==> src/rtl/pipearch_dma_write_burst.sv <==
// PipeArch CCI-P c1 DMA write engine with 1/2/4-line burst packing.
// Optional trailing write fence: define PIPEARCH_DMA_WR_FENCE_EN.
module pipearch_dma_write_burst #(
  parameter int DATA_W          = 512,
  parameter int ADDR_W          = 42,
  parameter int LEN_W           = 32,
  parameter int MAX_BURST       = 4,
  parameter int MAX_OUTSTANDING = 64
) (
  input  logic              clk,
  input  logic              reset,
  input  logic              start,
  input  logic [ADDR_W-1:0] start_addr,
  input  logic [LEN_W-1:0]  start_len,
  output logic              idle,
  output logic              busy,
  output logic              done,
  input  logic              in_valid,
  input  logic [DATA_W-1:0] in_data,
  output logic              in_ready,
  output logic              tx_valid,
  output logic [ADDR_W-1:0] tx_addr,
  output logic [DATA_W-1:0] tx_data,
  output logic [1:0]        tx_cl_len,
  output logic              tx_sop,
  output logic              tx_fence,
  input  logic              tx_alm_full,
  input  logic              rsp_valid,
  input  logic              rsp_packed,
  input  logic [1:0]        rsp_cl_num,
  input  logic              rsp_fence,
  output logic              ack_valid,
  output logic [2:0]        ack_lines
);

`ifdef PIPEARCH_DMA_WR_FENCE_EN
  localparam bit FENCE_EN = 1'b1;
`else
  localparam bit FENCE_EN = 1'b0;
`endif

  localparam int OW = $clog2(MAX_OUTSTANDING + 1);

  typedef enum logic [1:0] {
    S_IDLE, S_SEND, S_FENCE, S_WAIT
  } send_e;

  typedef enum logic [1:0] {
    A_IDLE, A_ACK, A_FENCE, A_DONE
  } ack_e;

  send_e             send_q, send_d;
  ack_e              ack_q, ack_d;
  logic [ADDR_W-1:0] addr_q, addr_d;
  logic [LEN_W-1:0]  len_q, len_d;
  logic [LEN_W-1:0]  sent_q, sent_d;
  logic [LEN_W-1:0]  acked_q, acked_d;
  logic [1:0]        beat_q, beat_d;
  logic [2:0]        bn_q, bn_d;
  logic [OW-1:0]     out_q, out_d;
  logic              tx_valid_q, tx_valid_d;
  logic [ADDR_W-1:0] tx_addr_q, tx_addr_d;
  logic [DATA_W-1:0] tx_data_q, tx_data_d;
  logic [1:0]        tx_cl_len_q, tx_cl_len_d;
  logic              tx_sop_q, tx_sop_d;
  logic              tx_fence_q, tx_fence_d;
  logic              done_q, done_d;
  logic              ack_valid_q, ack_valid_d;
  logic [2:0]        ack_lines_q, ack_lines_d;

  logic [ADDR_W-1:0] cur_addr;
  logic [LEN_W-1:0]  rem;
  logic [2:0]        n_sel;
  logic [2:0]        cur_n;
  logic              mid;
  logic              credit;
  logic              accept;
  logic              last_beat;
  logic              burst_end;
  logic              go;
  logic              fence_rsp;
  logic              rsp_hit;
  logic [2:0]        k;
  logic [LEN_W:0]    ack_sum;
  logic              all_acked;
  logic [2:0]        inc;
  logic [2:0]        dec;

  function automatic logic [1:0] cl_enc(input logic [2:0] n);
    case (n)
      3'd4:    cl_enc = 2'd3;
      3'd2:    cl_enc = 2'd1;
      default: cl_enc = 2'd0;
    endcase
  endfunction

  // Largest aligned burst that fits the remaining length.
  always_comb begin
    cur_addr = addr_q + ADDR_W'(sent_q);
    rem      = len_q - sent_q;
    n_sel    = 3'd1;
    if (MAX_BURST >= 2 && !cur_addr[0] &&
        rem >= LEN_W'(2))
      n_sel = 3'd2;
    if (MAX_BURST >= 4 && cur_addr[1:0] == 2'b00 &&
        rem >= LEN_W'(4))
      n_sel = 3'd4;
  end

  assign mid    = (beat_q != 2'd0);
  assign credit = ({1'b0, out_q} + (OW+1)'(n_sel))
                  <= (OW+1)'(MAX_OUTSTANDING);
  assign in_ready = (send_q == S_SEND) && !tx_alm_full &&
                    (mid || credit);
  assign accept    = in_valid && in_ready;
  assign cur_n     = mid ? bn_q : n_sel;
  assign last_beat = (sent_q + LEN_W'(1)) == len_q;
  assign burst_end = ({1'b0, beat_q} + 3'd1) == cur_n;
  assign go        = start && idle;

  assign fence_rsp = FENCE_EN && rsp_fence;
  assign rsp_hit   = (ack_q == A_ACK) && rsp_valid && !fence_rsp;
  assign k         = rsp_packed ? ({1'b0, rsp_cl_num} + 3'd1)
                                : 3'd1;
  assign ack_sum   = {1'b0, acked_q} + (LEN_W+1)'(k);
  assign all_acked = ack_sum == {1'b0, len_q};
  assign inc       = (accept && !mid) ? n_sel : 3'd0;
  assign dec       = rsp_hit ? k : 3'd0;

  // Next-state for both FSMs, credit counter and registered outputs.
  always_comb begin
    send_d      = send_q;
    ack_d       = ack_q;
    addr_d      = addr_q;
    len_d       = len_q;
    sent_d      = sent_q;
    acked_d     = acked_q;
    beat_d      = beat_q;
    bn_d        = bn_q;
    out_d       = out_q + OW'(inc) - OW'(dec);
    tx_valid_d  = 1'b0;
    tx_addr_d   = tx_addr_q;
    tx_data_d   = tx_data_q;
    tx_cl_len_d = tx_cl_len_q;
    tx_sop_d    = 1'b0;
    tx_fence_d  = 1'b0;
    done_d      = 1'b0;
    ack_valid_d = rsp_hit;
    ack_lines_d = rsp_hit ? k : 3'd0;

    if (go) begin
      if (start_len != '0) begin
        send_d  = S_SEND;
        ack_d   = A_ACK;
        addr_d  = start_addr;
        len_d   = start_len;
        sent_d  = '0;
        acked_d = '0;
        beat_d  = 2'd0;
        out_d   = '0;
      end else begin
        done_d = 1'b1;
      end
    end

    if (accept) begin
      tx_valid_d  = 1'b1;
      tx_addr_d   = cur_addr;
      tx_data_d   = in_data;
      tx_cl_len_d = cl_enc(cur_n);
      tx_sop_d    = !mid;
      sent_d      = sent_q + LEN_W'(1);
      beat_d      = burst_end ? 2'd0 : beat_q + 2'd1;
      if (!mid)
        bn_d = n_sel;
    end

    case (send_q)
      S_SEND: begin
        if (accept && last_beat)
          send_d = FENCE_EN ? S_FENCE : S_WAIT;
      end
      S_FENCE: begin
        if (!tx_alm_full) begin
          tx_valid_d  = 1'b1;
          tx_fence_d  = 1'b1;
          tx_sop_d    = 1'b1;
          tx_cl_len_d = 2'd0;
          tx_addr_d   = '0;
          send_d      = S_WAIT;
        end
      end
      default: ;
    endcase

    case (ack_q)
      A_ACK: begin
        if (rsp_hit) begin
          acked_d = ack_sum[LEN_W-1:0];
          if (all_acked) begin
            ack_d  = FENCE_EN ? A_FENCE : A_DONE;
            done_d = !FENCE_EN;
          end
        end
      end
      A_FENCE: begin
        if (rsp_valid && fence_rsp) begin
          ack_d  = A_DONE;
          done_d = 1'b1;
        end
      end
      A_DONE: begin
        ack_d  = A_IDLE;
        send_d = S_IDLE;
      end
      default: ;
    endcase
  end

  // State and output registers with synchronous reset.
  always_ff @(posedge clk) begin
    if (reset) begin
      send_q      <= S_IDLE;
      ack_q       <= A_IDLE;
      addr_q      <= '0;
      len_q       <= '0;
      sent_q      <= '0;
      acked_q     <= '0;
      beat_q      <= 2'd0;
      bn_q        <= 3'd1;
      out_q       <= '0;
      tx_valid_q  <= 1'b0;
      tx_addr_q   <= '0;
      tx_data_q   <= '0;
      tx_cl_len_q <= 2'd0;
      tx_sop_q    <= 1'b0;
      tx_fence_q  <= 1'b0;
      done_q      <= 1'b0;
      ack_valid_q <= 1'b0;
      ack_lines_q <= 3'd0;
    end else begin
      send_q      <= send_d;
      ack_q       <= ack_d;
      addr_q      <= addr_d;
      len_q       <= len_d;
      sent_q      <= sent_d;
      acked_q     <= acked_d;
      beat_q      <= beat_d;
      bn_q        <= bn_d;
      out_q       <= out_d;
      tx_valid_q  <= tx_valid_d;
      tx_addr_q   <= tx_addr_d;
      tx_data_q   <= tx_data_d;
      tx_cl_len_q <= tx_cl_len_d;
      tx_sop_q    <= tx_sop_d;
      tx_fence_q  <= tx_fence_d;
      done_q      <= done_d;
      ack_valid_q <= ack_valid_d;
      ack_lines_q <= ack_lines_d;
    end
  end

  assign idle      = (send_q == S_IDLE) && (ack_q == A_IDLE);
  assign busy      = (send_q != S_IDLE);
  assign done      = done_q;
  assign tx_valid  = tx_valid_q;
  assign tx_addr   = tx_addr_q;
  assign tx_data   = tx_data_q;
  assign tx_cl_len = tx_cl_len_q;
  assign tx_sop    = tx_sop_q;
  assign tx_fence  = tx_fence_q;
  assign ack_valid = ack_valid_q;
  assign ack_lines = ack_lines_q;

endmodule

==> config.mk <==
export PLATFORM = sky130hd
export DESIGN_NAME = pipearch_dma_write_burst
export DESIGN_NICKNAME = d
export VERILOG_FILES = /design/src/rtl/pipearch_dma_write_burst.sv
export SDC_FILE = /design/constraint.sdc
export NUM_CORES = 2
export LEC_CHECK = 0
export ABC_AREA = 1
export BUFFER_PORTS_ARGS = -buffer_cell sky130_fd_sc_hd__buf_4
export CORE_AREA = 5 5 448 450
export CTS_CLUSTER_SIZE = 24
export DETAILED_ROUTE_END_ITERATION = 16
export DIE_AREA = 0 0 453 455
export PLACE_DENSITY = 0.32
export SLEW_MARGIN = 10
export SYNTH_ARGS = -nofsm -noshare
export SYNTH_HDL_FRONTEND = slang
export SYNTH_SLANG_ARGS = --single-unit
==> constraint.sdc <==
create_clock -name clk -period 7.2 [get_ports clk]
set_input_delay 0.72 -clock clk [delete_from_list [all_inputs] [get_ports clk]]
set_output_delay 0.72 -clock clk [all_outputs]
set_load 0.03 [all_outputs]
Yosys cells after proc, flatten, opt, wreduce, memory -nomap -nowiden
Index checks and enable logic that the tools add are counted. Widths: inputs -> output; s select.

$add $sub $neg: 10. $lt $le $gt $ge: 3. Eq/ne operators: 9. Muxes and demuxes: 48. Bitwise operators: 1. Reduce and logical (&&, ||, !) cells: 26.

Operator list (count): $mux 32 (7); $mux 42 (3); $add 42x32->42 (1); $add 32x3->33 (1); $eq 33x32->1 (1); $add 32x1->32 const B (1); $eq 32x32->1 (1); $ge 32x2->1 const B (1); $ge 32x3->1 const B (1); $mux 2 (16); $reduce_bool 32->1 (1); $sub 32x32->32 (1); $mux 3 (5); $mux 7 (2); $mux 1 (12); $pmux 2 s2 (3); $logic_and 1x1->1 (10); $add 7x3->8 (1); $le 8x7->1 const B (1); $reduce_bool 2->1 (4); $add 7x3->7 (1); $sub 7x3->7 (1); $add 2x1->3 const B (2); $logic_not 2->1 (3); 11 further kinds (17).

Flip-flop bits (word level): 718. Input bits: 596. Output and inout port bits: 567. Logic and storage cells: 115.

Logic depth before layout (Yosys ltp)
Depth in word-level cells: 16. Gate-level depth with buffers: 48.

Worst setup path before layout
Ideal clock, no wire load.

Kind: register to register. Start point: reg sent_q[9]. End point: reg out_q[6]. Arrival: 5.673 ns. Data required time: 7.080 ns. Slack: 1.407 ns. Stages on the path, launching flop included: 41. Path buffers: 4. Path through: dfxtp_1 > clkbuf_1 > inv_1 > ha_1 > nand2_1 > nor2_2 > inv_1 > nor3_1 > nand2_1 > nand3_1 > nand2_1 > nand2_1 > nand2_1 > nor2_1 > nand2_1 > nor2_1 > nand2_1 > a21oi_1 > [5 not listed] > nand3_2 > inv_2 > buf_6 > buf_2 > buf_2 > nand3_1 > ha_1 > inv_1 > ha_1 > inv_1 > fa_1 > nor2_1 > a211oi_1 > or2_2 > nand2_1 > a21oi_1 > o21ai_0 > a21oi_1.

Longest elaborated chain between the ends: 16.

Ends and longest elaborated chain: start, declared (RTL line 56) `logic [LEN_W-1:0] sent_q, sent_d;`; start signal, assigned (RTL line 246) `sent_q <= sent_d;`; $sub 32x32->32 (*) (RTL line 100) `rem = len_q - sent_q;`; $ge 32x2->1 (RTL line 103) `rem >= LEN_W'(2))`; $logic_and 1x1->1 (RTL line 102) `if (MAX_BURST >= 2 && !cur_addr[0] &&`; $mux 2 (RTL line 102); $mux 3 (*) (RTL line 105) `if (MAX_BURST >= 4 && cur_addr[1:0] == 2'b00 &&`; $add 7x3->8 (RTL line 111) `assign credit = ({1'b0, out_q} + (OW+1)'(n_sel))`; $le 8x7->1 (RTL line 112) `<= (OW+1)'(MAX_OUTSTANDING);`; $logic_or 1x1->1 (RTL line 114) `(mid || credit);`; $logic_and 1x1->1 (RTL line 113) `assign in_ready = (send_q == S_SEND) && !tx_alm_full &&`; $logic_and 1x1->1 (RTL line 115) `assign accept = in_valid && in_ready;`; $logic_and 1x1->1 (RTL line 127) `assign inc = (accept && !mid) ? n_sel : 3'd0;`; $mux 3 (*) (RTL line 127); $add 7x3->7 (*) (RTL line 140) `out_d = out_q + OW'(inc) - OW'(dec);`; $sub 7x3->7 (*) (RTL line 140); $mux 7 (RTL line 152) `if (start_len != '0) begin`; $mux 7 (*) (RTL line 151) `if (go) begin`; end signal, assigned (RTL line 250) `out_q <= out_d;`; end, declared (RTL line 60) `logic [OW-1:0] out_q, out_d;`.

Mark *: on every way between the ends. The rest lies on a longest branch, timed or not. A chain may end at the register's enable or synchronous reset.

Final worst setup path
Start point: reg len_q[0]. End point: reg out_q[6].

Longest elaborated chain between the ends: 16.

Ends and longest elaborated chain: start, declared (RTL line 55) `logic [LEN_W-1:0] len_q, len_d;`; start signal, assigned (RTL line 245) `len_q <= len_d;`; $sub 32x32->32 (*) (RTL line 100); $ge 32x2->1 (RTL line 103); $logic_and 1x1->1 (RTL line 102); $mux 2 (RTL line 102); $mux 3 (*) (RTL line 105); $add 7x3->8 (RTL line 111); $le 8x7->1 (RTL line 112); $logic_or 1x1->1 (RTL line 114); $logic_and 1x1->1 (RTL line 113); $logic_and 1x1->1 (RTL line 115); $logic_and 1x1->1 (RTL line 127); $mux 3 (*) (RTL line 127); $add 7x3->7 (*) (RTL line 140); $sub 7x3->7 (*) (RTL line 140); $mux 7 (RTL line 152); $mux 7 (*) (RTL line 151).

Marks and branches as above.

==> run summary <==
status = finished, final reports clean
WL final = 231,500 um
fillers = 22,340
layout cells sized above 1 = 25.57%
Setup violations, final = 0
global-route wire length before repair = 300,700 um
Async SR Flop Fraction = 0%
I/O pin count = 1,163
Period minus WS final = 6682 ps
CTS Hold Buffers Added = 0
Yosys reg bits = 718
grt met2 use = 38.98%
largest net degree at the start of global routing = 178
CTS root buffer = clkbuf_16
DR pass1 iterations = 5
met1 usage = 22.20%
Total Neg Setup Slack = 0 ps
Skew-Pair Late Insertion Delay = 760 ps
CP Launch Type = flop
number of global-route vias before repair = 33,300
Final Max Slew Viols = 0
die area = 206,100 sq um
DP Wirelength = 191,300 um
Max Fanout on Critical Path = 5
CP Capture Type = flop
Post-Syn Instances = 4,495
register area share after synthesis = 44.89%
Die X = 453 um
relative slew slack = 3.631%
overall routing resource usage = 21.28%
Worst-path clk slew = 60 ps
cell area after synthesis = 32,020 sq um
Worst Clk Skew = 69.41 ps
Mapped Avg Cell Area = 7.124 sq um
drt first-iter violations = 2,082
Critical Path RT = 7810 ps
htree depth = 3
HP Class = primary input to flop
PD cells = 307.4 nW/um^2
Area Growth Syn to Fin = 47.73%
Worst Tran Pin Value = 1446 ps
Final ANT Viol Nets = 0
Arr. time, crit path = 7290 ps
RePlAce Congestion = 0.9250
Max stage delay on crit path = 450 ps
Residual DRC = 0
# clock sinks = 718
row count = 163
VDD IR max = 0.1780 mV
IO Port Bufs = 1,161
period utilization = 92.80%
CTS tree = done
Avg WL per Cell = 27.70 um
Crit path top cell by count = nand2_1
Post-synth EDFFs = 0
global routing's busiest layer = met2
Max Cap Viol = 0
Final Hold Vio Count = 0
Vias/cell = 4.118
worst setup margin = 518.4 ps
P_leak = 20.16 nW
Final nets = 6,305
DP Worst Slack = 440.5 ps
via count = 34,420
Initial Utilization = 16.32%
met3 Use GR = 6.650%
Clock Path Buffers = 3
clock buffer count from CTS = 101
Crit-path slowest cell = fa_1
Synth warnings = 0
syn_nets = 5,183
initial antenna violation count = 91
gr ovfl total = 0
Yosys cell types = 46
Main synth FF type = dfxtp_1
RSZ-0062 raised after global routing = no
Core ar. = 196,200 sq um
critical path class = flop to flop
DIE HEIGHT = 455 um
Max Freq = 149.7 MHz
==> cell usage after synthesis, types with 7 or more instances <==
| master | n | area [sq um] |
|---|---|---|
| or2_2 | 24 | 150.1 |
| nand2_1 | 1585 | 5949 |
| nand3_1 | 95 | 475.5 |
| o21ai_0 | 161 | 805.8 |
| buf_4 | 16 | 120.1 |
| o22ai_1 | 14 | 87.58 |
| nor3_1 | 43 | 215.2 |
| nor3b_1 | 7 | 52.55 |
| fa_1 | 7 | 140.1 |
| nor4_1 | 20 | 125.1 |
| xor2_1 | 98 | 858.3 |
| a22oi_1 | 18 | 135.1 |
| buf_2 | 93 | 465.5 |
| nand4_1 | 44 | 275.3 |
| a21oi_1 | 696 | 3483 |
| nor2_1 | 245 | 919.6 |
| clkbuf_1 | 104 | 390.4 |
| xnor2_1 | 18 | 157.7 |
| inv_1 | 339 | 1272 |
| dfxtp_1 | 718 | 14370 |
| o21bai_1 | 8 | 60.06 |
| buf_6 | 12 | 135.1 |
| ha_1 | 85 | 1064 |
==> metal layers <==
| metal | routed length [um] | share of wire (%) |
|---|---|---|
| met1 | 83350 | 36 |
| met4 | 13060 | 5.6 |
| met3 | 16670 | 7.2 |
| met5 | 19 | 0.0082 |
| met2 | 118400 | 51 |
==> cell usage in the layout (no fill, tap or decap), types with 3 or more instances in the layout <==
cell type / instances
clkinv_2: 9
clkbuf_8: 30
bufinv_16: 8
inv_1: 338
diode_2: 24
nand3_1: 95
o21bai_1: 8
buf_4: 1237
nand2_1: 1584
fa_1: 6
dfxtp_1: 717
clkbuf_16: 104
xnor2_1: 18
o22ai_1: 14
a21boi_0: 4
o21ai_0: 161
clkinv_4: 4
nor2_2: 4
nor3_1: 42
nand4_1: 44
ha_1: 85
inv_2: 3
a21oi_1: 695
buf_12: 9
nand3b_1: 4
or2_2: 24
clkbuf_1: 21
xor2_1: 98
a22oi_1: 18
nand2_2: 4
nor2_1: 241
nor4_1: 19
and2_1: 3
nor3b_1: 7
==> flip-flops by register name, summed over array words and instances (netlist names), 3 cells and up <==
name / count
len_q: 32
tx_data: 512
sent_q: 32
ack_lines: 3
acked_q: 32
addr_q: 42
tx_addr: 42
out_q: 7
bn_q: 3
==> layout make-up <==
| cell class | count | area, sq um | share of cell area (%) |
|---|---|---|---|
| repair buffers | 1247 | 9482 | 20.04 |
| clock buffers | 155 | 3094 | 6.541 |
| flip-flops and latches | 718 | 14380 | 30.39 |
| inverters | 344 | 1299 | 2.745 |
| diodes | 24 | 60.06 | 0.1270 |
| multi-input cells | 3205 | 15280 | 32.30 |
| well taps | 2640 | 3303 | 6.982 |
| clock inverters | 26 | 415.4 | 0.8781 |
==> kinds of logic after synthesis <==
logic type,after synthesis,share of synthesized area (%)
adders and majority gates,92,3.759
xor gates and xnor gates,116,3.173
AOI/OAI and AO/OA,916,14.71
buffers and inverters,572,7.584
and+or+nand+nor,2081,25.89
DFF,718,44.89
==> critical path: cells and delay by family, from the launching register on <==
kind                     cells  cell delay, ps
flip-flops                   1             340
adder cells (fa/ha/maj)      6            1960
AO/OA/AOI/OAI                5             440
AND/OR/NAND/NOR             25            2980
buffers and inverters        8             810
==> power breakdown <==
group	total, mW	switching, mW	internal [mW]
Clock	5.38	2.14	3.24
Combinational	4.50	3.02	1.48
Sequential	4.66	0.333	4.33
Total	14.5	5.49	9.05
==> metrics by stage <==
step                total power [mW]  utilization, %  instance area, sq um  std cells  hold WS [ps]
finish                         14.54           24.11                 47310       8359         201.2
global route                   15.37           24.10                 47290       8352         151.6
CTS                            14.79           24.06                 47210       8335         120.0
detailed placement             9.277           22.27                 43700       8154         443.9
global placement               9.296           22.27                 43700       8154         440.7
floorplan                      7.275               -                 32020       4495         440.2
==> what timing repair did <==
item | in CTS | in global routing
setup buffers | 0 | 0
resized for setup | 0 | 10
endpoints found under the setup margin | 0 | 2
==> worst paths after layout <==
| path | start | end | slack (ps) | cells after the start |
|---|---|---|---|---|
| max reg2reg | len_q[0] | out_q[6] | 520 | 44 |
| min | rsp_packed | ack_lines[0] | 200 | 2 |
| min reg2reg | tx_addr[5] | tx_addr[5] | 460 | 2 |
| max | len_q[0] | out_q[6] | 520 | 44 |
(Power assumes the default switching activity.)
